$ cat config.mk
export PLATFORM = sky130hd
export DESIGN_NAME = mc_control_unit
export DESIGN_NICKNAME = d
export VERILOG_FILES = /design/src/rtl/mc_control_unit.sv
export SDC_FILE = /design/constraint.sdc
export NUM_CORES = 1
export LEC_CHECK = 0
export BUFFER_PORTS_ARGS = -buffer_cell sky130_fd_sc_hd__buf_2
export CAP_MARGIN = 0
export CELL_PAD_IN_SITES_DETAIL_PLACEMENT = 0
export CELL_PAD_IN_SITES_GLOBAL_PLACEMENT = 2
export CORE_MARGIN = 2
export CORE_UTILIZATION = 25
export DETAILED_ROUTE_END_ITERATION = 8
export PLACE_DENSITY_LB_ADDON = 0.08
export SLEW_MARGIN = 0
export SYNTH_ARGS = -nofsm -noshare
export SYNTH_HDL_FRONTEND = slang
export SYNTH_SLANG_ARGS = --single-unit
$ cat constraint.sdc
create_clock -name i_clk -period 2.37 [get_ports i_clk]
set_input_delay 0.1185 -clock i_clk [delete_from_list [all_inputs] [get_ports i_clk]]
set_output_delay 0.1185 -clock i_clk [all_outputs]
set_load 0.1 [all_outputs]
$ cat src/rtl/mc_control_unit.sv
// Multi-cycle RV32I control FSM sharing one memory port between fetch and data access.
// Outputs are decoded from the state register; memory states stall until i_mem_ready.
module mc_control_unit #(
  parameter int OP_CODE_WIDTH = 7,
  parameter int FUNCT3_WIDTH  = 3,
  parameter int FUNCT7_WIDTH  = 7,
  parameter int ALU_OP_WIDTH  = 4,
  parameter bit TRAP_HALT     = 1'b1
) (
  input  logic                     i_clk,
  input  logic                     i_reset,
  input  logic [OP_CODE_WIDTH-1:0] i_op_code,
  input  logic [FUNCT3_WIDTH-1:0]  i_funct3,
  input  logic [FUNCT7_WIDTH-1:0]  i_funct7,
  input  logic                     i_alu_zero_flag,
  input  logic                     i_mem_ready,
  output logic                     o_mem_req,
  output logic                     o_mem_wr_en,
  output logic                     o_adr_src,
  output logic                     o_ir_wr_en,
  output logic                     o_pc_wr_en,
  output logic [1:0]               o_alu_src_a,
  output logic [1:0]               o_alu_src_b,
  output logic [ALU_OP_WIDTH-1:0]  o_alu_op,
  output logic [2:0]               o_imm_sel,
  output logic                     o_reg_file_wr_en,
  output logic [1:0]               o_wb_result_sel,
  output logic                     o_instr_commit,
  output logic                     o_illegal_instr
);

  typedef enum logic [3:0] {
    S_FETCH, S_DECODE, S_MEM_ADDR, S_MEM_READ, S_MEM_WB, S_MEM_WRITE,
    S_EXEC_R, S_EXEC_I, S_LUI, S_ALU_WB, S_JAL, S_JALR, S_LINK, S_BRANCH, S_TRAP
  } state_e;

  localparam logic [OP_CODE_WIDTH-1:0] OPC_LOAD   = OP_CODE_WIDTH'(7'b0000011);
  localparam logic [OP_CODE_WIDTH-1:0] OPC_STORE  = OP_CODE_WIDTH'(7'b0100011);
  localparam logic [OP_CODE_WIDTH-1:0] OPC_R      = OP_CODE_WIDTH'(7'b0110011);
  localparam logic [OP_CODE_WIDTH-1:0] OPC_I      = OP_CODE_WIDTH'(7'b0010011);
  localparam logic [OP_CODE_WIDTH-1:0] OPC_JAL    = OP_CODE_WIDTH'(7'b1101111);
  localparam logic [OP_CODE_WIDTH-1:0] OPC_JALR   = OP_CODE_WIDTH'(7'b1100111);
  localparam logic [OP_CODE_WIDTH-1:0] OPC_BRANCH = OP_CODE_WIDTH'(7'b1100011);
  localparam logic [OP_CODE_WIDTH-1:0] OPC_LUI    = OP_CODE_WIDTH'(7'b0110111);

  localparam logic [ALU_OP_WIDTH-1:0] ALU_ADD    = ALU_OP_WIDTH'(0);
  localparam logic [ALU_OP_WIDTH-1:0] ALU_SUB    = ALU_OP_WIDTH'(1);
  localparam logic [ALU_OP_WIDTH-1:0] ALU_AND    = ALU_OP_WIDTH'(2);
  localparam logic [ALU_OP_WIDTH-1:0] ALU_OR     = ALU_OP_WIDTH'(3);
  localparam logic [ALU_OP_WIDTH-1:0] ALU_XOR    = ALU_OP_WIDTH'(4);
  localparam logic [ALU_OP_WIDTH-1:0] ALU_SLL    = ALU_OP_WIDTH'(5);
  localparam logic [ALU_OP_WIDTH-1:0] ALU_SRL    = ALU_OP_WIDTH'(6);
  localparam logic [ALU_OP_WIDTH-1:0] ALU_SRA    = ALU_OP_WIDTH'(7);
  localparam logic [ALU_OP_WIDTH-1:0] ALU_SLT    = ALU_OP_WIDTH'(8);
  localparam logic [ALU_OP_WIDTH-1:0] ALU_SLTU   = ALU_OP_WIDTH'(9);
  localparam logic [ALU_OP_WIDTH-1:0] ALU_PASS_B = ALU_OP_WIDTH'(10);

  localparam logic [2:0] IMM_I = 3'd0;
  localparam logic [2:0] IMM_S = 3'd1;
  localparam logic [2:0] IMM_B = 3'd2;
  localparam logic [2:0] IMM_J = 3'd3;
  localparam logic [2:0] IMM_U = 3'd4;

  state_e state_q, state_d;
  logic   illegal_q, illegal_d;
  logic [ALU_OP_WIDTH-1:0] arith_op, br_op;
  logic   br_taken, r_ok, br_ok;

  // funct7[5] selects SUB/SRA; the I-type path overrides funct3=000 to ADD.
  always_comb begin
    arith_op = ALU_ADD;
    case (i_funct3)
      3'b000:  arith_op = i_funct7[5] ? ALU_SUB : ALU_ADD;
      3'b001:  arith_op = ALU_SLL;
      3'b010:  arith_op = ALU_SLT;
      3'b011:  arith_op = ALU_SLTU;
      3'b100:  arith_op = ALU_XOR;
      3'b101:  arith_op = i_funct7[5] ? ALU_SRA : ALU_SRL;
      3'b110:  arith_op = ALU_OR;
      default: arith_op = ALU_AND;
    endcase
  end

  always_comb begin
    br_op    = ALU_SUB;
    br_taken = 1'b0;
    case (i_funct3)
      3'b000:  begin br_op = ALU_SUB;  br_taken =  i_alu_zero_flag; end
      3'b001:  begin br_op = ALU_SUB;  br_taken = !i_alu_zero_flag; end
      3'b100:  begin br_op = ALU_SLT;  br_taken = !i_alu_zero_flag; end
      3'b101:  begin br_op = ALU_SLT;  br_taken =  i_alu_zero_flag; end
      3'b110:  begin br_op = ALU_SLTU; br_taken = !i_alu_zero_flag; end
      3'b111:  begin br_op = ALU_SLTU; br_taken =  i_alu_zero_flag; end
      default: begin br_op = ALU_SUB;  br_taken = 1'b0; end
    endcase
  end

  assign r_ok  = (i_funct7 == 7'h00) ||
                 ((i_funct7 == 7'h20) && ((i_funct3 == 3'b000) || (i_funct3 == 3'b101)));
  assign br_ok = (i_funct3 != 3'b010) && (i_funct3 != 3'b011);

  always_comb begin
    state_d          = state_q;
    o_mem_req        = 1'b0;
    o_mem_wr_en      = 1'b0;
    o_adr_src        = 1'b0;
    o_ir_wr_en       = 1'b0;
    o_pc_wr_en       = 1'b0;
    o_alu_src_a      = 2'd0;
    o_alu_src_b      = 2'd0;
    o_alu_op         = ALU_ADD;
    o_imm_sel        = IMM_I;
    o_reg_file_wr_en = 1'b0;
    o_wb_result_sel  = 2'd0;
    o_instr_commit   = 1'b0;
    case (state_q)
      S_FETCH: begin
        o_mem_req       = 1'b1;
        o_alu_src_b     = 2'd2;
        o_wb_result_sel = 2'd2;
        o_ir_wr_en      = i_mem_ready;
        o_pc_wr_en      = i_mem_ready;
        if (i_mem_ready) state_d = S_DECODE;
      end
      S_DECODE: begin
        o_alu_src_a = 2'd1;
        o_alu_src_b = 2'd1;
        o_imm_sel   = (i_op_code == OPC_JAL) ? IMM_J : IMM_B;
        case (i_op_code)
          OPC_LOAD, OPC_STORE: state_d = S_MEM_ADDR;
          OPC_R:               state_d = r_ok ? S_EXEC_R : S_TRAP;
          OPC_I:               state_d = S_EXEC_I;
          OPC_JAL:             state_d = S_JAL;
          OPC_JALR:            state_d = S_JALR;
          OPC_BRANCH:          state_d = br_ok ? S_BRANCH : S_TRAP;
          OPC_LUI:             state_d = S_LUI;
          default:             state_d = S_TRAP;
        endcase
      end
      S_MEM_ADDR: begin
        o_alu_src_a = 2'd2;
        o_alu_src_b = 2'd1;
        o_imm_sel   = (i_op_code == OPC_STORE) ? IMM_S : IMM_I;
        state_d     = (i_op_code == OPC_STORE) ? S_MEM_WRITE : S_MEM_READ;
      end
      S_MEM_READ: begin
        o_mem_req = 1'b1;
        o_adr_src = 1'b1;
        if (i_mem_ready) state_d = S_MEM_WB;
      end
      S_MEM_WB: begin
        o_reg_file_wr_en = 1'b1;
        o_wb_result_sel  = 2'd1;
        o_instr_commit   = 1'b1;
        state_d          = S_FETCH;
      end
      S_MEM_WRITE: begin
        o_mem_req      = 1'b1;
        o_mem_wr_en    = 1'b1;
        o_adr_src      = 1'b1;
        o_instr_commit = i_mem_ready;
        if (i_mem_ready) state_d = S_FETCH;
      end
      S_EXEC_R: begin
        o_alu_src_a = 2'd2;
        o_alu_op    = arith_op;
        state_d     = S_ALU_WB;
      end
      S_EXEC_I: begin
        o_alu_src_a = 2'd2;
        o_alu_src_b = 2'd1;
        o_alu_op    = (i_funct3 == 3'b000) ? ALU_ADD : arith_op;
        state_d     = S_ALU_WB;
      end
      S_LUI: begin
        o_alu_src_b = 2'd1;
        o_imm_sel   = IMM_U;
        o_alu_op    = ALU_PASS_B;
        state_d     = S_ALU_WB;
      end
      S_ALU_WB: begin
        o_reg_file_wr_en = 1'b1;
        o_instr_commit   = 1'b1;
        state_d          = S_FETCH;
      end
      S_JAL: begin
        // Jump target was computed during DECODE and sits in ALUOut.
        o_pc_wr_en = 1'b1;
        state_d    = S_LINK;
      end
      S_JALR: begin
        o_alu_src_a     = 2'd2;
        o_alu_src_b     = 2'd1;
        o_pc_wr_en      = 1'b1;
        o_wb_result_sel = 2'd2;
        state_d         = S_LINK;
      end
      S_LINK: begin
        o_alu_src_a      = 2'd1;
        o_alu_src_b      = 2'd2;
        o_reg_file_wr_en = 1'b1;
        o_wb_result_sel  = 2'd2;
        o_instr_commit   = 1'b1;
        state_d          = S_FETCH;
      end
      S_BRANCH: begin
        o_alu_src_a    = 2'd2;
        o_alu_op       = br_op;
        o_pc_wr_en     = br_taken;
        o_instr_commit = 1'b1;
        state_d        = S_FETCH;
      end
      S_TRAP: begin
        state_d = TRAP_HALT ? S_TRAP : S_FETCH;
      end
      default: state_d = S_FETCH;
    endcase

    if (i_reset) begin
      o_mem_req        = 1'b0;
      o_mem_wr_en      = 1'b0;
      o_adr_src        = 1'b0;
      o_ir_wr_en       = 1'b0;
      o_pc_wr_en       = 1'b0;
      o_alu_src_a      = 2'd0;
      o_alu_src_b      = 2'd0;
      o_alu_op         = ALU_ADD;
      o_imm_sel        = IMM_I;
      o_reg_file_wr_en = 1'b0;
      o_wb_result_sel  = 2'd0;
      o_instr_commit   = 1'b0;
    end
  end

  assign illegal_d       = illegal_q || (state_d == S_TRAP);
  assign o_illegal_instr = illegal_q && !i_reset;

  always_ff @(posedge i_clk) begin
    if (i_reset) begin
      state_q   <= S_FETCH;
      illegal_q <= 1'b0;
    end else begin
      state_q   <= state_d;
      illegal_q <= illegal_d;
    end
  end

endmodule

==> impl_metrics.env <==
export IMPL_status="complete, no violations"
export IMPL_chipWidth_um=65.3
export IMPL_rsz0062_at_grt="no"
export IMPL_drtIter0Drc=78
export IMPL_grt_use_total_pct=16.7
export IMPL_io_pins=42
export IMPL_hold_depth=3
export IMPL_peakVddDrop_mv=0.586
export IMPL_path_max_fanout=9
export IMPL_grt_overflow=0
export IMPL_root_buffer="clkbuf_8"
export IMPL_cts_buffers=3
export IMPL_synth_edf_count=0
export IMPL_seq_area_frac_synth_pct=10.7
export IMPL_routed_via_count=1240
export IMPL_vias_per_cell=5.39
export IMPL_period_share_pct=94.0
export IMPL_syn_inst=147
export IMPL_tightest_slew_ns=0.491
export IMPL_cts_resized_gates=0
export IMPL_cp_end_kind="output port"
export IMPL_dr_wl_met3_um=202
export IMPL_final_nets=204
export IMPL_yosysTopAreaCellShare_pct=10.7
export IMPL_path_class="register to output port"
export IMPL_wire_per_inst_um=14.1
export IMPL_grt_first_pass_wirelength_um=5560
export IMPL_synthesis_area_um2=940
export IMPL_met2_length_um=1530
export IMPL_cts_tree="yes"
export IMPL_drc=0
export IMPL_finish_utilization_pct=39.0
export IMPL_hp_class="input pin to register"
export IMPL_synthTopCellsByArea="dfxtp_1 (11%), nor2_1 (6.0%), nand2_1 (4.4%)"
export IMPL_async_reset_ff_share_pct=0
export IMPL_multiInputGateArea_um2=871
export IMPL_finalPower_mw=1.91
export IMPL_r2r_setup_slack_ns=0.48
export IMPL_grt_pass1_vias=1138
export IMPL_design_area_um2=1420
export IMPL_crit_arrival_ns=2.11
export IMPL_first_pass_iters=4
export IMPL_numClockSinks=5
export IMPL_clkLatencyLatePin_ns=0.22
export IMPL_min_to="state_q[1]"
export IMPL_post_cts_buffers=0
export IMPL_avgSynthCellArea_um2=6.39
export IMPL_wl_met1_um=1490
export IMPL_htreeDepth=1
export IMPL_place_inst=226
export IMPL_placed_area_um2=1370
export IMPL_grt_max_degree=25
export IMPL_yosysWarnings=0
export IMPL_max_cap_viol_count=0
export IMPL_final_common_cell="buf_2"
export IMPL_max_clock_freq_mhz=449
export IMPL_seq_area_um2=100
export IMPL_clockBufferDepth=2
export IMPL_r2r_end="illegal_q"
export IMPL_antennaDiodeCount=0
export IMPL_final_cell_mix="buf_2 (36), nor2_1 (12), nand2_1 (11)"
export IMPL_leakage_nw=0.590
export IMPL_synth_cell_types=49
export IMPL_top_layer_used="met4"
export IMPL_maxSlewHeadroom_pct=67.3
export IMPL_worstSetupStartpointType="register"
export IMPL_yosysTopAreaCell="dfxtp_1"
export IMPL_ant_nets=0
export IMPL_worstRegToRegCells=5
export IMPL_cellPowerDensity_nw_per_um2=1350
export IMPL_gp_congestion=0.758
export IMPL_final_setup_worst_slack_ns=0.143
export IMPL_reg2reg_from="state_q[1]"
export IMPL_routed_wl_um=3250
export IMPL_dp_final_hpwl_um=2450
export IMPL_instances_no_fill=230
export IMPL_fillCellCount=409
export IMPL_setup_viol=0
export IMPL_syn2layout_area_growth_pct=50.7
export IMPL_holdCritStartpoint="i_op_code[5]"
export IMPL_rows=22
export IMPL_hold_viol=0
export IMPL_ys_ff_latch=5
export IMPL_hold_buffers=0
export IMPL_ys_flop_type="dfxtp_1"
export IMPL_fp_coreArea_um2=3630
export IMPL_clk_pin_slew_ns=0.04
export IMPL_slew_violations=0
export IMPL_post_route_min_period_ns=2.23
export IMPL_skew_ns=0.00194
export IMPL_syn_nets=168
export IMPL_tns_ns=0
export IMPL_design_die_area_um2=4260
export IMPL_worst_ep_required_time_ns=2.25
export IMPL_crit_start="state_q[1]"
export IMPL_initial_core_util_pct=25.9
export IMPL_whs_ns=0.348
export IMPL_io_buffer_count=41
export IMPL_antenna_found_initial=0
export IMPL_die_h_um=65.3
export IMPL_place_ws_ns=0.389
export IMPL_drive_gt1_share_pct=37.4
## report_power, final
part	switching [mW]	internal, mW	total, mW
registers	0.0261	0.113	0.139
clock network	0.0405	0.115	0.156
logic	1.18	0.433	1.62
total	1.25	0.661	1.91
## cell type report
class	count	area share [%]
clock buffers	4	3.18
inverters	6	1.59
multi-input cells	121	61.5
flip-flops and latches	5	7.07
well taps	48	4.24
repair buffers	46	22.4
## cell families after synthesis
family	share of synthesized area [%]
xor gates and xnor gates	4.66
AOI/OAI and AO/OA	31.0
buffers and inverters	9.32
and+or+nand+nor	43.3
DFF	10.7
muxes	1.07
## critical path, stage by stage, from the launching register on
cell     delay (ns)
dfxtp_1        0.37
or4b_1         0.70
nor4_1         0.28
nand4_1        0.14
a21oi_2        0.20
buf_12         0.20
## registers in the layout, indices dropped and copies added (netlist names)
| register | count |
|---|---|
| illegal_q | 1 |
| state_q | 4 |
## metal layers
layer  track usage [%]  up-vias
met1              23.4      572
met2              26.3       52
li1                  -      614
met4              5.47        0
met3              2.05        2
met5                 0        -
## worst max path at each step
stage | endpoint | slack [ns] | cells after the start
after CTS | o_imm_sel[0] | 0.15 | 5
after global placement | o_imm_sel[0] | 0.40 | 5
after global routing | o_imm_sel[0] | 0.01 | 5
after detailed placement | o_imm_sel[0] | 0.39 | 5
final | o_imm_sel[0] | 0.14 | 5
after floorplan | o_mem_req | -0.70 | 5
## Yosys cell counts, types with 2 or more instances
library cell and instances:
nand3_1 3, nand2_1 11, or4b_1 2, o21bai_1 2, nor4_1 2, o41ai_1 2
o22ai_1 5, o21ai_0 5, xnor2_1 3, a211oi_1 2, nand4_1 2, a21o_1 2
clkbuf_1 7, nand2b_1 6, a31oi_1 4, inv_1 6, nor2_1 15, nor3b_1 2
nand3b_1 4, nor3_1 6, a21oi_1 7, and2_1 2, nand4b_1 2, dfxtp_1 5
nor2b_1 6, buf_2 7, xor2_1 2, or3_1 4
Power figures use the tool's default switching activity.
